[config.mk]
export PLATFORM = sky130hd
export DESIGN_NAME = mflushpwr_event_gen
export DESIGN_NICKNAME = d
export VERILOG_FILES = /design/src/rtl/mflushpwr_pkg.sv /design/src/rtl/mflushpwr_timeout_ctr.sv /design/src/rtl/mflushpwr_event_gen.sv
export SDC_FILE = /design/constraint.sdc
export NUM_CORES = 1
export LEC_CHECK = 0
export CAP_MARGIN = 40
export CORE_MARGIN = 2
export CORE_UTILIZATION = 30
export DETAILED_ROUTE_END_ITERATION = 10
export GPL_TIMING_DRIVEN = 0
export PLACE_DENSITY = 0.57
export SLEW_MARGIN = 20
export SYNTH_ARGS = -nofsm -noshare
export SYNTH_HDL_FRONTEND = slang
export SYNTH_SLANG_ARGS = --single-unit
[constraint.sdc]
create_clock -name clock -period 3.6 [get_ports clock]
set_input_delay 0.9 -clock clock [delete_from_list [all_inputs] [get_ports clock]]
set_output_delay 0.9 -clock clock [all_outputs]
set_load 0.01 [all_outputs]
[src/rtl/mflushpwr_pkg.sv]
// mflushpwr_pkg: shared state encoding and default parameters for the mflushpwr event generator
package mflushpwr_pkg;
  typedef enum logic [1:0] {IDLE, FLUSH, REPORT} state_t;
  localparam int COREID_W_DEF = 8;
  localparam int TIMEOUT_CYCLES_DEF = 4096;
endpackage

[src/rtl/mflushpwr_timeout_ctr.sv]
// mflushpwr_timeout_ctr: saturating flush wait counter; expired flags the last allowed wait cycle
import mflushpwr_pkg::*;
module mflushpwr_timeout_ctr #(
  parameter int LIMIT = TIMEOUT_CYCLES_DEF
) (
  input  logic clock,
  input  logic reset_n,
  input  logic clear,
  input  logic enable,
  output logic expired
);
  logic [15:0] count;
  // count flush cycles from the acceptance point, holding at LIMIT
  always_ff @(posedge clock or negedge reset_n)
    if (!reset_n) count <= '0;
    else if (clear) count <= '0;
    else if (enable && count != 16'(LIMIT)) count <= count + 16'd1;
  assign expired = enable && count == 16'(LIMIT - 1);
endmodule

[src/rtl/mflushpwr_event_gen.sv]
// mflushpwr_event_gen: CSR-triggered L2 flush with one-shot difftest event; MFLUSHPWR_TIMEOUT_EN enables the flush timeout
import mflushpwr_pkg::*;
module mflushpwr_event_gen #(
  parameter int COREID_W = COREID_W_DEF,
  parameter int TIMEOUT_CYCLES = TIMEOUT_CYCLES_DEF
) (
  input  logic                clock,
  input  logic                reset_n,
  input  logic [COREID_W-1:0] io_coreid,
  input  logic                io_csrWrite_valid,
  output logic                io_csrWrite_ready,
  output logic                io_l2Flush_req,
  input  logic                io_l2Flush_ack,
  output logic                io_busy,
  output logic                io_evt_enable,
  output logic                io_evt_valid,
  output logic                io_evt_l2FlushDone,
  output logic [COREID_W-1:0] io_evt_coreid,
  output logic                io_timeout
);
  state_t state;
  logic [COREID_W-1:0] coreid_q;
  logic done;
  logic expired;
`ifdef MFLUSHPWR_TIMEOUT_EN
  logic accept;
  assign accept = state == IDLE && io_csrWrite_valid;
  mflushpwr_timeout_ctr #(.LIMIT(TIMEOUT_CYCLES)) u_ctr (
    .clock(clock),
    .reset_n(reset_n),
    .clear(accept),
    .enable(state == FLUSH),
    .expired(expired)
  );
  // sticky timeout: cleared by a new request, set only when expiry is not rescued by an ack
  always_ff @(posedge clock or negedge reset_n)
    if (!reset_n) io_timeout <= 1'b0;
    else if (accept) io_timeout <= 1'b0;
    else if (state == FLUSH && expired && !io_l2Flush_ack) io_timeout <= 1'b1;
`else
  assign expired = 1'b0;
  assign io_timeout = 1'b0;
`endif
  assign io_evt_valid = io_evt_enable;
  assign io_evt_l2FlushDone = done;
  // control FSM with registered outputs; event fields only change on entry to REPORT
  always_ff @(posedge clock or negedge reset_n)
    if (!reset_n) begin
      state             <= IDLE;
      io_csrWrite_ready <= 1'b1;
      io_l2Flush_req    <= 1'b0;
      io_busy           <= 1'b0;
      io_evt_enable     <= 1'b0;
      done              <= 1'b0;
      coreid_q          <= '0;
      io_evt_coreid     <= '0;
    end else
      case (state)
        IDLE:
          if (io_csrWrite_valid) begin
            state             <= FLUSH;
            coreid_q          <= io_coreid;
            io_csrWrite_ready <= 1'b0;
            io_l2Flush_req    <= 1'b1;
            io_busy           <= 1'b1;
          end
        FLUSH:
          if (io_l2Flush_ack || expired) begin
            state          <= REPORT;
            done           <= io_l2Flush_ack;
            io_evt_coreid  <= coreid_q;
            io_l2Flush_req <= 1'b0;
            io_evt_enable  <= 1'b1;
          end
        REPORT: begin
          state             <= IDLE;
          io_evt_enable     <= 1'b0;
          io_busy           <= 1'b0;
          io_csrWrite_ready <= 1'b1;
        end
        default: state <= IDLE;
      endcase
endmodule

# Word level (Yosys, flattened, before mapping)
# Cells that the tools add are included.
# word_totals
output_inout_bits,15
ff_bits,23
word_cells,33
# op_classes
n_reduce_logical,10
n_eq_ne,4
mux,11
# op_table
cell,count
$reduce_and A2 Y1,5
$pmux W1 S2,4
$reduce_bool A2 Y1,3
$mux W1,4
$mux W2,2
$ne A2 B2 Y1 const B,2
$pmux W2 S2,1
$reduce_and A3 Y1,1
$eq A2 B1 Y1 const B,1
$eq A2 B2 Y1 const B,1
$logic_not A2 Y1,1

# Longest topological paths before layout
# logic_depth
depth_word,3
ltp_mapped,3

# Worst setup path before layout
# No wires, ideal clock.
# synth_path
path_type,input port to flip-flop
startpoint,in io_l2Flush_ack
endpoint,reg io_evt_coreid[0]
required_ns,3.475
slack_ns,1.996
path_buffers,0
cell_stages,3
setup_ns,0.125
arrival_time_ns,1.479
path_cell_list,nor2b_4 nand2_4 mux2_4
# synth_between
elab_chain_len,1
# synth_rtl
element,line_no,rtl
start: declaration,mflushpwr_event_gen.sv:13,"input logic io_l2Flush_ack,"
$reduce_and A2 Y1 (no source line),-,
end signal: assignment,mflushpwr_event_gen.sv:71,io_evt_coreid <= coreid_q;
end: declaration,mflushpwr_event_gen.sv:18,"output logic [COREID_W-1:0] io_evt_coreid,"
# Every way passes these cells.
# A chain may end at the register's enable or synchronous reset.

# Worst setup path after layout
# layout_path
startpoint,reg io_csrWrite_ready
endpoint,out io_csrWrite_ready
# layout_rtl
element,line_no,rtl
start: declaration,mflushpwr_event_gen.sv:11,"output logic io_csrWrite_ready,"
start signal: assignment,mflushpwr_event_gen.sv:50,io_csrWrite_ready <= 1'b1;
start signal: assignment,mflushpwr_event_gen.sv:63,io_csrWrite_ready <= 1'b0;
start signal: assignment,mflushpwr_event_gen.sv:79,io_csrWrite_ready <= 1'b1;
# No word-level cell between the ends.

==> results by group <==
Synthesis
  – Post-Syn Area: 939.7 µm²
  – Post-synth top cells: 22 x dfrtp_1, 8 x mux2_2, 8 x mux2_4, 5 x inv_1, 3 x a21oi_1
  – Leading area contributor after synthesis: dfrtp_1
  – Syn_area_per_cell: 15.40 µm²
  – Post-synthesis cell count: 61
  – Post-synth EDFFs: 0
  – Top_reg_cell synth: dfrtp_1
  – Synth Warn #: 0
  – Async set-reset flop share out of synthesis: 1.000
  – Post-synth net total: 73
  – Yosys reg bits: 23
  – Top cell type's share of synthesized area: 0.5859
  – Register area share after synthesis: 0.6138
  – Top cells by area, synth: dfrtp_1 59%, mux2_4 13%, mux2_2 9.6%
  – Count leader, synth: dfrtp_1
  – Cell variety after synth: 18

Clock network
  – CTS root buffer: clkbuf_4
  – Clk slew on worst S/H paths: 0.12 ns
  – CTS H-tree lvls: 1
  – TritonCTS buffer count: 3
  – Clock insertion delay at the later pin of the skew report: 0.30 ns
  – Clock sink total: 23
  – Hold-fix buffers, CTS: 0
  – CTS max path bufs: 2
  – CTS tree: yes
  – CTS resizes: 0
  – Setup Buffers After CTS: 0

Drt
  – DR WL met2: 658 µm
  – Wirelength per Cell: 10.95 µm
  – DRT Wirelength: 1478 µm
  – Post-DRT Antenna Nets: 0
  – TritonRoute pass-1 iters: 4
  – Met3 WL: 122 µm
  – # DRC: 0
  – M1 WL: 697 µm
  – DR top layer: met3
  – Vias post-DR: 547
  – Iteration-0 DRC Markers: 6
  – Vias per cell: 4.052

Die
  – CORE AREA: 3028 µm²
  – Die height: 59.97 µm
  – Die width: 59.97 µm
  – FP Rows: 20
  – Num ports: 27
  – Die area: 3596 µm²
  – Starting density of the core: 0.3103

GRT
  – First-pass GRT wire length: 2449 µm
  – Congestion Overflow GR: 0
  – Largest net degree at the start of global routing: 17
  – Gr usage total: 0.09284
  – Initial antenna violation count: 0
  – Number of global-route vias before repair: 533

Cells and area
  – Fin nets: 104
  – Fill count: 287
  – Area Growth Syn to Fin: 38.35%
  – Diodes inserted: 0
  – Fin util: 0.4293
  – Share of layout cells above drive strength 1: 0.3077

Power and ir drop
  – Power consumption: 926.3 µW
  – Sequential share of power: 0.467
  – Static Leak: 0.5988 nW
  – P_int: 665.2 µW
  – Peak VDD IR: 0.3124 mV
  – Fraction of power spent switching nets: 0.2818
  – Clk pwr share: 0.122
  – Switch Pwr: 261.1 µW
  – Combinational share of power: 0.411
  – PwrDens: 712.5 nW/µm²

Run status
  – Status: completed

Timing
  – Setup-failing EPs final: 0
  – Hold Fails Final Rpt: 0
  – Fmax: 438.8 MHz
  – Final period util: 0.6330
  – Clock period minus final worst setup slack: 2.279 ns
  – Clock Skew: 0.002683 ns
  – RSZ-0062 raised after global routing: no
  – Final worst slack: 1.321 ns
  – Slew Viols, Final: 0
  – TNS Setup: 0 ns

Critical path
  – Critical path arrival: 1.38 ns
  – Crit path cell chain: clkdlybuf4s50_1
  – CP Capture Type: output port
  – Crit path required time: 2.70 ns
  – Worst R2R End: coreid_q[4]
  – Crit Path Class: register to output port
  – Slowest stage cell, crit path: dfstp_2
  – Worst Setup Start Kind: register
  – RR Startpoint: state[0]
  – R2R Setup Slk: 2.30 ns
  – Reg2Reg Depth: 3
  – CP peak stage delay: 0.55 ns
  – Crit-path max FO: 2
  – Buffers and inverters on the worst path: 1
  – CP delay by family, top: flip-flops

Place
  – PortBufs: 25
  – Pre-CTS setup slack: 1.391 ns
  – Global placement routability congestion: 0.6771
  – Detail Placement HPWL: 1092 µm

Worst hold path
  – Min-delay src: io_evt_l2FlushDone
  – Hold path depth: 1
  – Tightest Hold Check Type: register to register
  – Min-Delay Endpoint: io_evt_l2FlushDone

Run
  – Max cap viols: 0
-- worst max-delay path by stage --
stage,from,end,slack [ns],depth (start not counted)
6_report,io_csrWrite_ready,io_csrWrite_ready,1.32,1
5_1_grt,io_csrWrite_ready,io_csrWrite_ready,1.27,1
4_1_cts,io_csrWrite_ready,io_csrWrite_ready,1.30,1
3_5_place_dp,io_csrWrite_valid,coreid_q[4],1.39,4
3_3_place_gp,io_csrWrite_valid,coreid_q[7],1.41,4
2_1_floorplan,io_l2Flush_ack,io_evt_coreid[0],2.00,3
-- power by group through the flow --
| stage | Combinational, mW | Sequential [mW] | Clock [mW] |
|---|---|---|---|
| 5_1_grt | 0.411 | 0.449 | 0.131 |
| 3_3_place_gp | 0.375 | 0.436 | 0 |
| 2_1_floorplan | 0.174 | 0.459 | 0 |
| 3_5_place_dp | 0.387 | 0.436 | 0 |
| 6_report | 0.381 | 0.433 | 0.113 |
| 4_1_cts | 0.388 | 0.435 | 0.121 |
-- state kept, by name (all words and copies together) (netlist names) --
name	cells
io_evt_l2FlushDone	1
io_l2Flush_req	1
io_csrWrite_ready	1
io_evt_coreid	8
state	2
coreid_q	8
io_busy	1
io_evt_enable	1
-- layout by cell type (no fill, tap or decap), types with 2 or more instances in the layout --
| cell type | n |
|---|---|
| clkdlybuf4s50_1 | 25 |
| dfrtp_1 | 22 |
| mux2_4 | 8 |
| mux2_2 | 8 |
| inv_1 | 5 |
| a21oi_1 | 3 |
| clkbuf_4 | 3 |
| o21ai_0 | 2 |
| buf_4 | 2 |
-- per-layer routing --
metal  global-route usage  vias up
li1                     -      262
met1               0.1257      266
met2               0.1382       19
met3              0.02814        0
met4              0.03810        0
met5                    0        -
-- layout make-up --
type	count	area [µm²]	share of cell area
clock inverters	1	5.005	0.003850
plain buffers	2	15.01	0.01155
well taps	44	55.05	0.04235
clock buffers	3	22.52	0.01732
flip-flops and latches	23	576.8	0.4437
repair buffers	26	277.8	0.2137
multi-input cells	31	329.1	0.2531
inverters	5	18.77	0.01444
-- logic make-up after synthesis --
family                 share of synthesized area
DFF                                       0.6139
other                                   0.003991
buffers and inverters                    0.03595
and+or+nand+nor                          0.08122
muxes                                     0.2237
AOI/OAI and AO/OA                        0.04128
-- metrics by stage --
stage	hold WS, ns	cell area, µm²	cells
2_1_floorplan	0.4779	939.7	61
3_3_place_gp	0.4548	1245	130
3_5_place_dp	0.4615	1272	131
4_1_cts	0.4908	1300	135
5_1_grt	0.5181	1300	135
6_report	0.4801	1300	135
No activity file was read; power rests on OpenSTA's default activity.
